## src/rtl/gdu_pkg.sv

```systemverilog
// gdu_pkg: types and constants shared between the master arbiter and
// graphics_drawing_unit.
package gdu_pkg;

   typedef enum logic [1:0] {
      ST_IDLE,
      ST_WRITE_BURST,
      ST_READ_CMD,
      ST_READ_DRAIN
   } arb_state_t;

   localparam logic REQ_BLIT = 1'b0;
   localparam logic REQ_AUX  = 1'b1;

   // One-hot grant vector for a requester index.
   function automatic logic [1:0] req_onehot(input logic idx);
      return idx ? 2'b10 : 2'b01;
   endfunction

endpackage

```

## src/rtl/gdu_master_arbiter_if.sv

```systemverilog
// gdu_master_arbiter_if: one Avalon-MM master/slave link. The master modport
// issues commands; the slave modport answers with stall and read data.
interface gdu_master_arbiter_if #(
   parameter int ADDR_W  = 32,
   parameter int DATA_W  = 32,
   parameter int BURST_W = 5
);

   logic [ADDR_W-1:0]   address;
   logic [BURST_W-1:0]  burstcount;
   logic [DATA_W/8-1:0] byteenable;
   logic                read;
   logic                write;
   logic [DATA_W-1:0]   writedata;
   logic                waitrequest;
   logic [DATA_W-1:0]   readdata;
   logic                readdatavalid;

   modport master (
      output address, burstcount, byteenable, read, write, writedata,
      input  waitrequest, readdata, readdatavalid
   );

   modport slave (
      input  address, burstcount, byteenable, read, write, writedata,
      output waitrequest, readdata, readdatavalid
   );

endinterface

```

## src/rtl/gdu_master_arbiter.sv

```systemverilog
// gdu_master_arbiter: shares the single SDRAM Avalon-MM master port between
// the blitter (r0) and a second client (r1) with round-robin fairness. A grant
// is held until the whole transaction, including every read beat, completes.
module gdu_master_arbiter
   import gdu_pkg::*;
#(
   parameter int ADDR_W  = 32,
   parameter int DATA_W  = 32,
   parameter int BURST_W = 5
) (
   input  logic                 clk,
   input  logic                 reset,
   gdu_master_arbiter_if.slave  r0,
   gdu_master_arbiter_if.slave  r1,
   gdu_master_arbiter_if.master avalon_master,
   output logic [1:0]           grant_export
);

   arb_state_t          state;
   logic                gnt_idx;    // requester owning the downstream port
   logic                last;       // requester that completed the previous transaction
   logic [BURST_W:0]    burst_len;  // one bit wider so a full burst never wraps
   logic [BURST_W:0]    beat_cnt;
   logic [BURST_W:0]    beat_next;

   logic                req0, req1, pick, pick_write;
   logic [BURST_W-1:0]  pick_burstcount;
   logic                in_cmd, in_read;
   logic                wr_beat, rd_accept, rd_beat;

   logic [ADDR_W-1:0]   sel_address;
   logic [BURST_W-1:0]  sel_burstcount;
   logic [DATA_W/8-1:0] sel_byteenable;
   logic [DATA_W-1:0]   sel_writedata;
   logic                sel_read, sel_write;

   assign req0 = r0.read | r0.write;
   assign req1 = r1.read | r1.write;

   // Round-robin pick; on a tie the requester not served last wins.
   // NOTE: every always_comb output gets a default first, so no path can infer a latch.
   always_comb begin
      pick = REQ_BLIT;
      if (req0 && req1) pick = ~last;
      else if (req1)    pick = REQ_AUX;
      pick_burstcount = pick ? r1.burstcount : r0.burstcount;
      pick_write      = pick ? r1.write      : r0.write;
   end

   // Command mux: the latched grant index selects whose command goes downstream.
   always_comb begin
      if (gnt_idx == REQ_AUX) begin
         sel_address    = r1.address;
         sel_burstcount = r1.burstcount;
         sel_byteenable = r1.byteenable;
         sel_writedata  = r1.writedata;
         sel_read       = r1.read;
         sel_write      = r1.write;
      end else begin
         sel_address    = r0.address;
         sel_burstcount = r0.burstcount;
         sel_byteenable = r0.byteenable;
         sel_writedata  = r0.writedata;
         sel_read       = r0.read;
         sel_write      = r0.write;
      end
   end

   assign in_cmd  = (state == ST_WRITE_BURST) || (state == ST_READ_CMD);
   assign in_read = (state == ST_READ_CMD) || (state == ST_READ_DRAIN);

   assign avalon_master.address    = sel_address;
   assign avalon_master.burstcount = sel_burstcount;
   assign avalon_master.byteenable = sel_byteenable;
   assign avalon_master.writedata  = sel_writedata;
   assign avalon_master.read       = (state == ST_READ_CMD) && sel_read;
   assign avalon_master.write      = (state == ST_WRITE_BURST) && sel_write;

   // Only the granted requester sees the real stall and its read beats.
   assign r0.waitrequest   = (in_cmd && gnt_idx == REQ_BLIT) ? avalon_master.waitrequest : 1'b1;
   assign r1.waitrequest   = (in_cmd && gnt_idx == REQ_AUX)  ? avalon_master.waitrequest : 1'b1;
   assign r0.readdatavalid = in_read && (gnt_idx == REQ_BLIT) && avalon_master.readdatavalid;
   assign r1.readdatavalid = in_read && (gnt_idx == REQ_AUX)  && avalon_master.readdatavalid;
   assign r0.readdata      = avalon_master.readdata;
   assign r1.readdata      = avalon_master.readdata;

   assign wr_beat   = avalon_master.write && !avalon_master.waitrequest;
   assign rd_accept = avalon_master.read && !avalon_master.waitrequest;
   assign rd_beat   = in_read && avalon_master.readdatavalid;
   assign beat_next = beat_cnt + 1'b1;

   // Arbiter FSM: grant, count beats, release and remember who was served.
   // NOTE: sequential state uses non-blocking assignments so every register samples pre-edge values.
   always_ff @(posedge clk or posedge reset) begin
      if (reset) begin
         state        <= ST_IDLE;
         gnt_idx      <= REQ_BLIT;
         last         <= REQ_AUX;
         burst_len    <= '0;
         beat_cnt     <= '0;
         grant_export <= 2'b00;
      end else begin
         case (state)
            ST_IDLE: begin
               if (req0 || req1) begin
                  gnt_idx      <= pick;
                  grant_export <= req_onehot(pick);
                  burst_len    <= (pick_burstcount == '0) ? (BURST_W+1)'(1)
                                                          : {1'b0, pick_burstcount};
                  beat_cnt     <= '0;
                  // A write wins over a simultaneous read from the same requester.
                  state        <= pick_write ? ST_WRITE_BURST : ST_READ_CMD;
               end
            end
            ST_WRITE_BURST: begin
               if (wr_beat) begin
                  if (beat_next == burst_len) begin
                     state        <= ST_IDLE;
                     last         <= gnt_idx;
                     grant_export <= 2'b00;
                     beat_cnt     <= '0;
                  end else begin
                     beat_cnt <= beat_next;
                  end
               end
            end
            ST_READ_CMD: begin
               if (rd_beat) beat_cnt <= beat_next;
               if (rd_accept) begin
                  if (rd_beat && beat_next == burst_len) begin
                     state        <= ST_IDLE;
                     last         <= gnt_idx;
                     grant_export <= 2'b00;
                     beat_cnt     <= '0;
                  end else begin
                     state <= ST_READ_DRAIN;
                  end
               end
            end
            ST_READ_DRAIN: begin
               if (rd_beat) begin
                  if (beat_next == burst_len) begin
                     state        <= ST_IDLE;
                     last         <= gnt_idx;
                     grant_export <= 2'b00;
                     beat_cnt     <= '0;
                  end else begin
                     beat_cnt <= beat_next;
                  end
               end
            end
            default: state <= ST_IDLE;
         endcase
      end
   end

endmodule

```

## src/flat_wrapper.sv

```systemverilog
// flat-port wrapper written by rule: the top's interface ports become plain ports
module gdu_master_arbiter_flat import gdu_pkg::*;
#(
   parameter int ADDR_W  = 32,
   parameter int DATA_W  = 32,
   parameter int BURST_W = 5
)
  (clk, reset, grant_export, r0_address, r0_burstcount, r0_byteenable, r0_read, r0_write, r0_writedata, r0_waitrequest, r0_readdata, r0_readdatavalid, r1_address, r1_burstcount, r1_byteenable, r1_read, r1_write, r1_writedata, r1_waitrequest, r1_readdata, r1_readdatavalid, avalon_master_address, avalon_master_burstcount, avalon_master_byteenable, avalon_master_read, avalon_master_write, avalon_master_writedata, avalon_master_waitrequest, avalon_master_readdata, avalon_master_readdatavalid);
  gdu_master_arbiter_if #(.ADDR_W(ADDR_W), .DATA_W(DATA_W), .BURST_W(BURST_W)) r0_i ();
  gdu_master_arbiter_if #(.ADDR_W(ADDR_W), .DATA_W(DATA_W), .BURST_W(BURST_W)) r1_i ();
  gdu_master_arbiter_if #(.ADDR_W(ADDR_W), .DATA_W(DATA_W), .BURST_W(BURST_W)) avalon_master_i ();
  input  logic clk;
  input  logic reset;
  output logic [1:0] grant_export;
  input wire logic [$bits(r0_i.address)-1:0] r0_address;
  input wire logic [$bits(r0_i.burstcount)-1:0] r0_burstcount;
  input wire logic [$bits(r0_i.byteenable)-1:0] r0_byteenable;
  input wire logic [$bits(r0_i.read)-1:0] r0_read;
  input wire logic [$bits(r0_i.write)-1:0] r0_write;
  input wire logic [$bits(r0_i.writedata)-1:0] r0_writedata;
  output wire logic [$bits(r0_i.waitrequest)-1:0] r0_waitrequest;
  output wire logic [$bits(r0_i.readdata)-1:0] r0_readdata;
  output wire logic [$bits(r0_i.readdatavalid)-1:0] r0_readdatavalid;
  input wire logic [$bits(r1_i.address)-1:0] r1_address;
  input wire logic [$bits(r1_i.burstcount)-1:0] r1_burstcount;
  input wire logic [$bits(r1_i.byteenable)-1:0] r1_byteenable;
  input wire logic [$bits(r1_i.read)-1:0] r1_read;
  input wire logic [$bits(r1_i.write)-1:0] r1_write;
  input wire logic [$bits(r1_i.writedata)-1:0] r1_writedata;
  output wire logic [$bits(r1_i.waitrequest)-1:0] r1_waitrequest;
  output wire logic [$bits(r1_i.readdata)-1:0] r1_readdata;
  output wire logic [$bits(r1_i.readdatavalid)-1:0] r1_readdatavalid;
  output wire logic [$bits(avalon_master_i.address)-1:0] avalon_master_address;
  output wire logic [$bits(avalon_master_i.burstcount)-1:0] avalon_master_burstcount;
  output wire logic [$bits(avalon_master_i.byteenable)-1:0] avalon_master_byteenable;
  output wire logic [$bits(avalon_master_i.read)-1:0] avalon_master_read;
  output wire logic [$bits(avalon_master_i.write)-1:0] avalon_master_write;
  output wire logic [$bits(avalon_master_i.writedata)-1:0] avalon_master_writedata;
  input wire logic [$bits(avalon_master_i.waitrequest)-1:0] avalon_master_waitrequest;
  input wire logic [$bits(avalon_master_i.readdata)-1:0] avalon_master_readdata;
  input wire logic [$bits(avalon_master_i.readdatavalid)-1:0] avalon_master_readdatavalid;
  assign r0_i.address = r0_address;
  assign r0_i.burstcount = r0_burstcount;
  assign r0_i.byteenable = r0_byteenable;
  assign r0_i.read = r0_read;
  assign r0_i.write = r0_write;
  assign r0_i.writedata = r0_writedata;
  assign r0_waitrequest = r0_i.waitrequest;
  assign r0_readdata = r0_i.readdata;
  assign r0_readdatavalid = r0_i.readdatavalid;
  assign r1_i.address = r1_address;
  assign r1_i.burstcount = r1_burstcount;
  assign r1_i.byteenable = r1_byteenable;
  assign r1_i.read = r1_read;
  assign r1_i.write = r1_write;
  assign r1_i.writedata = r1_writedata;
  assign r1_waitrequest = r1_i.waitrequest;
  assign r1_readdata = r1_i.readdata;
  assign r1_readdatavalid = r1_i.readdatavalid;
  assign avalon_master_address = avalon_master_i.address;
  assign avalon_master_burstcount = avalon_master_i.burstcount;
  assign avalon_master_byteenable = avalon_master_i.byteenable;
  assign avalon_master_read = avalon_master_i.read;
  assign avalon_master_write = avalon_master_i.write;
  assign avalon_master_writedata = avalon_master_i.writedata;
  assign avalon_master_i.waitrequest = avalon_master_waitrequest;
  assign avalon_master_i.readdata = avalon_master_readdata;
  assign avalon_master_i.readdatavalid = avalon_master_readdatavalid;
  gdu_master_arbiter #(.ADDR_W(ADDR_W), .DATA_W(DATA_W), .BURST_W(BURST_W)) u_core (.clk(clk), .reset(reset), .r0(r0_i), .r1(r1_i), .avalon_master(avalon_master_i), .grant_export(grant_export));
endmodule
```

## config.mk

```make
export PLATFORM = sky130hd
export DESIGN_NAME = gdu_master_arbiter_flat
export DESIGN_NICKNAME = d
export VERILOG_FILES = /design/src/rtl/gdu_pkg.sv /design/src/rtl/gdu_master_arbiter_if.sv /design/src/rtl/gdu_master_arbiter.sv /design/src/flat_wrapper.sv
export SDC_FILE = /design/constraint.sdc
export NUM_CORES = 1
export LEC_CHECK = 0
export CAP_MARGIN = 30
export CORE_AREA = 2 2 129 131
export DETAILED_ROUTE_END_ITERATION = 8
export DIE_AREA = 0 0 131 133
export GPL_TIMING_DRIVEN = 0
export SLEW_MARGIN = 20
export SYNTH_ARGS = -nofsm -noshare
export SYNTH_HDL_FRONTEND = slang
export SYNTH_SLANG_ARGS = --single-unit
export TNS_END_PERCENT = 5
```

## constraint.sdc

```tcl
create_clock -name clk -period 5.6 [get_ports clk]
set_clock_uncertainty 0.15 [all_clocks]
set_input_delay 0.56 -clock clk [delete_from_list [all_inputs] [get_ports clk]]
set_output_delay 0.56 -clock clk [all_outputs]
set_load 0.05 [all_outputs]
```

==> results_dict.tcl, run 1 <==
set metrics [dict create \
    status "finished, final reports clean" \
    switching_share_pct 56.1 \
    routed_wl_mm 14.6 \
    max_slew_margin_pct 46.4 \
    synthCells 318 \
    cts_buffers 3 \
    cp-endpoint "avalon_master_address[26]" \
    num_rows 47 \
    critPathArrivalTime_ns 2.97 \
    cts_resized 0 \
    critPathLaunch "u_core.gnt_idx" \
    clk_path_buf_depth 2 \
    clock_latency_ns 0.25 \
    coreArea_mm2 0.0162 \
    rr_worst_depth 7 \
    crit_type "register to primary output" \
    fin_crit_sh_pct 65.7 \
    clkPwrFrac_pct 5.6 \
    synth_most_common_cell "mux2_2" \
    tightest_slew_ns 0.798 \
    synthTopCellsByCount "74 x mux2_2, 65 x buf_4, 20 x nand2_1" \
    worstPathRequired_ns 4.89 \
    ctsHtreeMaxLevel 1 \
    synth_area_leaders "mux2_2 30%, buf_4 18%, dfrtp_1 14%" \
    dieArea_mm2 0.0174 \
    cap_violations 0 \
    post-dp-hpwl_mm 12.8 \
    syn_area_mm2 0.00278 \
    syn_to_final_growth_pct 120 \
    p_leak_nw 2.41 \
    root_buffer "clkbuf_16" \
    irDropWorstVdd_mv 0.203 \
    drc 0 \
    ff2ff_setup_slack_ns 3.08 \
    crit_path_start_kind "register" \
    timing.rr.end "u_core.grant_export[1]" \
    p_int_mw 1.13 \
    die_y_um 133 \
    min_path_type "register to register" \
    synthArstFlopShare_pct 100 \
    io_buffer_count 297 \
    yosysWarnings 0 \
    fp.dieW_um 131 \
    final_util_pct 37.8 \
    antenna_left 0 \
    wl_per_cell_um 17.3 \
    cp_max_fo 10 \
    ys_ff_latch 17 \
    grt_usage_pct 16.2 \
    hold_viol 0 \
    power_frac_seq_pct 8.3 \
    p_switching_mw 1.45 \
    post-cts-setup-buffer-count 0 \
    synth_cell_types 54 \
    gp_congestion 0.860 \
    start_util_pct 17.2 \
    syn_nets 510 \
    antenna_found_initial 2 \
    clk_pin_slew_ns 0.05 \
    grt_pass1_vias 3573 \
    combPwrFrac_pct 86.1 \
    io_pins 331 \
    final_max_slew_viol_count 0 \
    vias 3417 \
    worstSetupEndpointType "primary output" \
    finalNetCount 812 \
    final_layout_size_suffix_gt1_share_pct 26.3 \
    p_per_area_mw_per_mm2 422 \
    first_iter_violations 130 \
    cts_sinks 17 \
    r2r_start "u_core.beat_cnt[0]" \
    synth_top_area_cell "mux2_2" \
    setup_tns_ns 0 \
    grt_pass1_wl_mm 21.2 \
    yosysSeqAreaShare_pct 15.3 \
    cts_tree "done" \
    drtPass1Iterations 4 \
    synth.avg_cell_area_um2 8.75 \
    fin_crit_ns 3.68 \
    cts_hold_buffers 0 \
    synth_edf_count 0 \
    gr-total-overflow 0 \
    power_mw 2.58 \
    yosys.area.top_type_share_pct 30.0 \
    rsz0062_at_grt "false" \
    synth_ff_type "dfrtp_1" \
    viasPerCell 4.07 \
    fmax_ghz 0.272 \
    setup_viol 0 \
    grt_max_degree 18 \
]
-- metrics by stage --
stage,cell area [um^2],std cells,setup WS [ns],hold WS [ns]
final,6110,840,1.92,0.349
after detailed placement,6030,835,2.08,0.346
after floorplan,2780,318,3.09,0.319
after global routing,6110,839,1.69,0.378
after global placement,6030,835,2.06,0.329
after CTS,6110,839,1.81,0.359
-- registers in the layout, indices dropped and copies added, names as in the netlist --
register,cells
u_core.beat_cnt,6
u_core.gnt_idx,1
u_core.state,2
u_core.grant_export,2
u_core.burst_len,5
u_core.last,1
-- layout make-up --
type	count	area, um^2
Fill cell	1608	10100
Inverter	10	37.5
Clock buffer	3	75.1
Multi-Input combinational cell	212	1770
Tap cell	220	275
Antenna cell	1	2.50
Sequential cell	17	427
Timing Repair Buffer	297	2970
Buffer	79	552
Clock inverter	1	5.00
-- power groups by stage --
stage | sequential [mW] | combinational (mW) | clock, mW
after global routing | 0.223 | 2.36 | 0.155
after detailed placement | 0.217 | 2.22 | 0
final | 0.214 | 2.22 | 0.146
after global placement | 0.213 | 2.22 | 0
after CTS | 0.214 | 2.24 | 0.150
after floorplan | 0.224 | 1.53 | 0
-- placed cells by master, fill, tap and decap left out, drive strengths merged, types with 3 or more instances in the layout --
cell           count
mux2i              7
nand3              7
nand2             21
o21ai             16
nor4               5
nand2b             3
a21oi             15
buf               77
nor2b              3
clkdlybuf4s50    297
a31oi              3
ha                 6
nor2              12
inv               10
clkbuf             5
dfrtp             16
mux2              76
a22oi              3
xnor2              5
-- how the worst min path moves through the flow --
stage	startpoint	to	cells after the start
floorplan	u_core.burst_len[0]	u_core.burst_len[0]	2
global placement	u_core.grant_export[1]	u_core.grant_export[1]	1
detailed placement	u_core.burst_len[3]	u_core.burst_len[3]	2
CTS	u_core.burst_len[3]	u_core.burst_len[3]	2
global route	u_core.burst_len[3]	u_core.burst_len[3]	2
finish	u_core.burst_len[3]	u_core.burst_len[3]	2
-- kinds of logic after synthesis --
group	synth area share, %
adder cells (fa/ha/maj)	2.70
AND/OR/NAND/NOR	12.4
multiplexers	33.3
AO/OA/AOI/OAI	13.0
buffers and inverters	21.2
XOR/XNOR	2.16
flip-flops	15.3
-- critical path, stage by stage (launching register included) --
cell	delay, ns
dfrtp_1	0.31
buf_2	0.25
buf_1	0.48
buf_1	0.54
mux2_2	0.41
clkdlybuf4s50_1	0.73
-- per-layer routing --
layer,global-route usage [%],wire length [um],part of all wire [%],up-vias
li1,-,-,-,1675
met1,18.6,5420,37,1557
met2,30.0,7740,53,175
met3,5.14,1310,9.0,8
met4,1.71,76,0.52,2
met5,0,13,0.089,-
Note: power is estimated with default switching activity, not from simulation.
==> run 2, diff against run 1 <==
==> constraint.sdc (replaced) <==
create_clock -name clk -period 3.6 [get_ports clk]
set_clock_uncertainty 0.15 [all_clocks]
set_input_delay 0.36 -clock clk [delete_from_list [all_inputs] [get_ports clk]]
set_output_delay 0.36 -clock clk [all_outputs]
set_load 0.05 [all_outputs]
==> results_dict.tcl, run 2 (synthesis gave the netlist of run 1 again) <==
set metrics [dict create \
    drt-met1-wl_mm 5.42 \
    status "finished, final reports clean" \
    setup_viol 0 \
    rsz0062_at_grt "false" \
    cts_buffers 3 \
    routed_wl_mm 14.6 \
    met3_length_mm 1.31 \
    grt_usage_pct 16.2 \
    hold_viol 0 \
    fmax_ghz 0.303 \
    critPathLaunch "u_core.gnt_idx" \
    crit_path_start_kind "register" \
    largest_registers "u_core.beat_cnt (6), u_core.burst_len (5)" \
    clock_latency_ns 0.25 \
    cts_sinks 17 \
    gr-total-overflow 0 \
    antenna_left 0 \
    ff2ff_setup_slack_ns 1.08 \
    clk_path_buf_depth 2 \
    top_layer "met5" \
    grt_pass1_vias 3573 \
    vias 3417 \
    cp-endpoint "avalon_master_address[26]" \
    io_buffer_count 297 \
    max_slew_margin_pct 46.4 \
    coreArea_mm2 0.0162 \
    grt_pass1_wl_mm 21.2 \
    rr_worst_depth 7 \
    start_util_pct 17.2 \
    ctsHtreeMaxLevel 1 \
    largest_reg_flops 6 \
    grt_max_degree 18 \
    cts_tree "done" \
    critPathArrivalTime_ns 2.79 \
    final_cell_mix "297 x clkdlybuf4s50_1, 74 x mux2_2, 65 x buf_4" \
    viasPerCell 4.07 \
    crit_type "register to primary output" \
    timing.rr.end "u_core.grant_export[1]" \
    final_max_slew_viol_count 0 \
    power_mw 4.02 \
    syn_to_final_growth_pct 120 \
    fill_cells 1610 \
    final_layout_size_suffix_gt1_share_pct 26.5 \
    p_leak_nw 2.41 \
    cts_hold_buffers 0 \
    wl_per_cell_um 17.3 \
    finalNetCount 812 \
    worstPathRequired_ns 3.09 \
    tightest_slew_ns 0.798 \
    cp_max_fo 10 \
    fp.dieW_um 131 \
    multi_input_area_mm2 0.00177 \
    first_iter_violations 130 \
    irDropWorstVdd_mv 0.317 \
    dieArea_mm2 0.0174 \
    num_rows 47 \
    min_path_type "register to register" \
    post-dp-hpwl_mm 12.8 \
    cap_violations 0 \
    clk_pin_slew_ns 0.05 \
    seqCellArea_um2 427 \
    final_common_cell "clkdlybuf4s50_1" \
    largest-register "u_core.beat_cnt" \
    io_pins 331 \
    p_per_area_mw_per_mm2 657 \
    worstSetupEndpointType "primary output" \
    fin_crit_ns 3.30 \
    root_buffer "clkbuf_16" \
    fin_crit_sh_pct 91.6 \
    gp_congestion 0.860 \
    r2r_start "u_core.beat_cnt[0]" \
    drc 0 \
    drtPass1Iterations 4 \
    die_y_um 133 \
    setup_tns_ns 0 \
    wl_met2_mm 7.74 \
    antenna_found_initial 2 \
]
## run 2: critical path: stages, from the launching register on
cell and delay, ns:
dfrtp_1 0.31, buf_2 0.25, buf_1 0.48, clkbuf_2 0.39
mux2_2 0.38, clkdlybuf4s50_1 0.73
## run 2: metrics by stage
stage               utilization (%)  worst slack [ns]  instance area [um^2]  std cells  hold WS, ns
detailed placement             37.3             0.278                  6030        835        0.346
global placement               37.3             0.257                  6030        835        0.329
floorplan                         -              1.29                  2780        318        0.135
CTS                            37.8           0.00673                  6110        839        0.359
finish                         37.8             0.302                  6110        840        0.349
global route                   37.8             0.112                  6110        839        0.378
## run 2: timing repair
item,CTS,global route
resized for setup,0,1
buffers inserted,0,0
hold endpoints to repair,0,0
endpoints found under the setup margin,0,5
## run 2: power breakdown
part / internal (mW) / switching (mW)
registers: 0.272 / 0.0598
logic: 1.34 / 2.11
clock network: 0.149 / 0.0779
## run 2: per-layer routing
layer	GRT usage, %	vias to the layer above
li1	-	1675
met1	18.6	1557
met2	30.0	175
met3	5.14	8
met4	1.71	2
met5	0	-
## run 2: cell type report
type	count	area share [%]
tap	220	4.50
buffer	79	9.05
timing repair buffer	297	48.6
inverter	10	0.614
antenna	1	0.0409
multi-input combinational	212	28.9
clock inverter	1	0.0819
sequential	17	6.98
clock buffer	3	1.23
## run 2: how the worst min path moves through the flow
stage	startpoint	cells past startpoint	endpoint
floorplan	reset	1	u_core.beat_cnt[0]
global placement	u_core.grant_export[1]	1	u_core.grant_export[1]
detailed placement	u_core.burst_len[3]	2	u_core.burst_len[3]
CTS	u_core.burst_len[3]	2	u_core.burst_len[3]
global route	u_core.burst_len[3]	2	u_core.burst_len[3]
finish	u_core.burst_len[3]	2	u_core.burst_len[3]
==> run 3, diff against run 2 <==
--- a/config.mk
+++ b/config.mk
@@ -7,6 +7,7 @@
 export LEC_CHECK = 0
 export CAP_MARGIN = 30
 export CORE_AREA = 2 2 129 131
+export CTS_CLUSTER_DIAMETER = 200
 export DETAILED_ROUTE_END_ITERATION = 8
 export DIE_AREA = 0 0 131 133
 export GPL_TIMING_DRIVEN = 0
==> results of run 3 <==
Same layout as run 2: the final DEF is identical, and so are final timing and power.
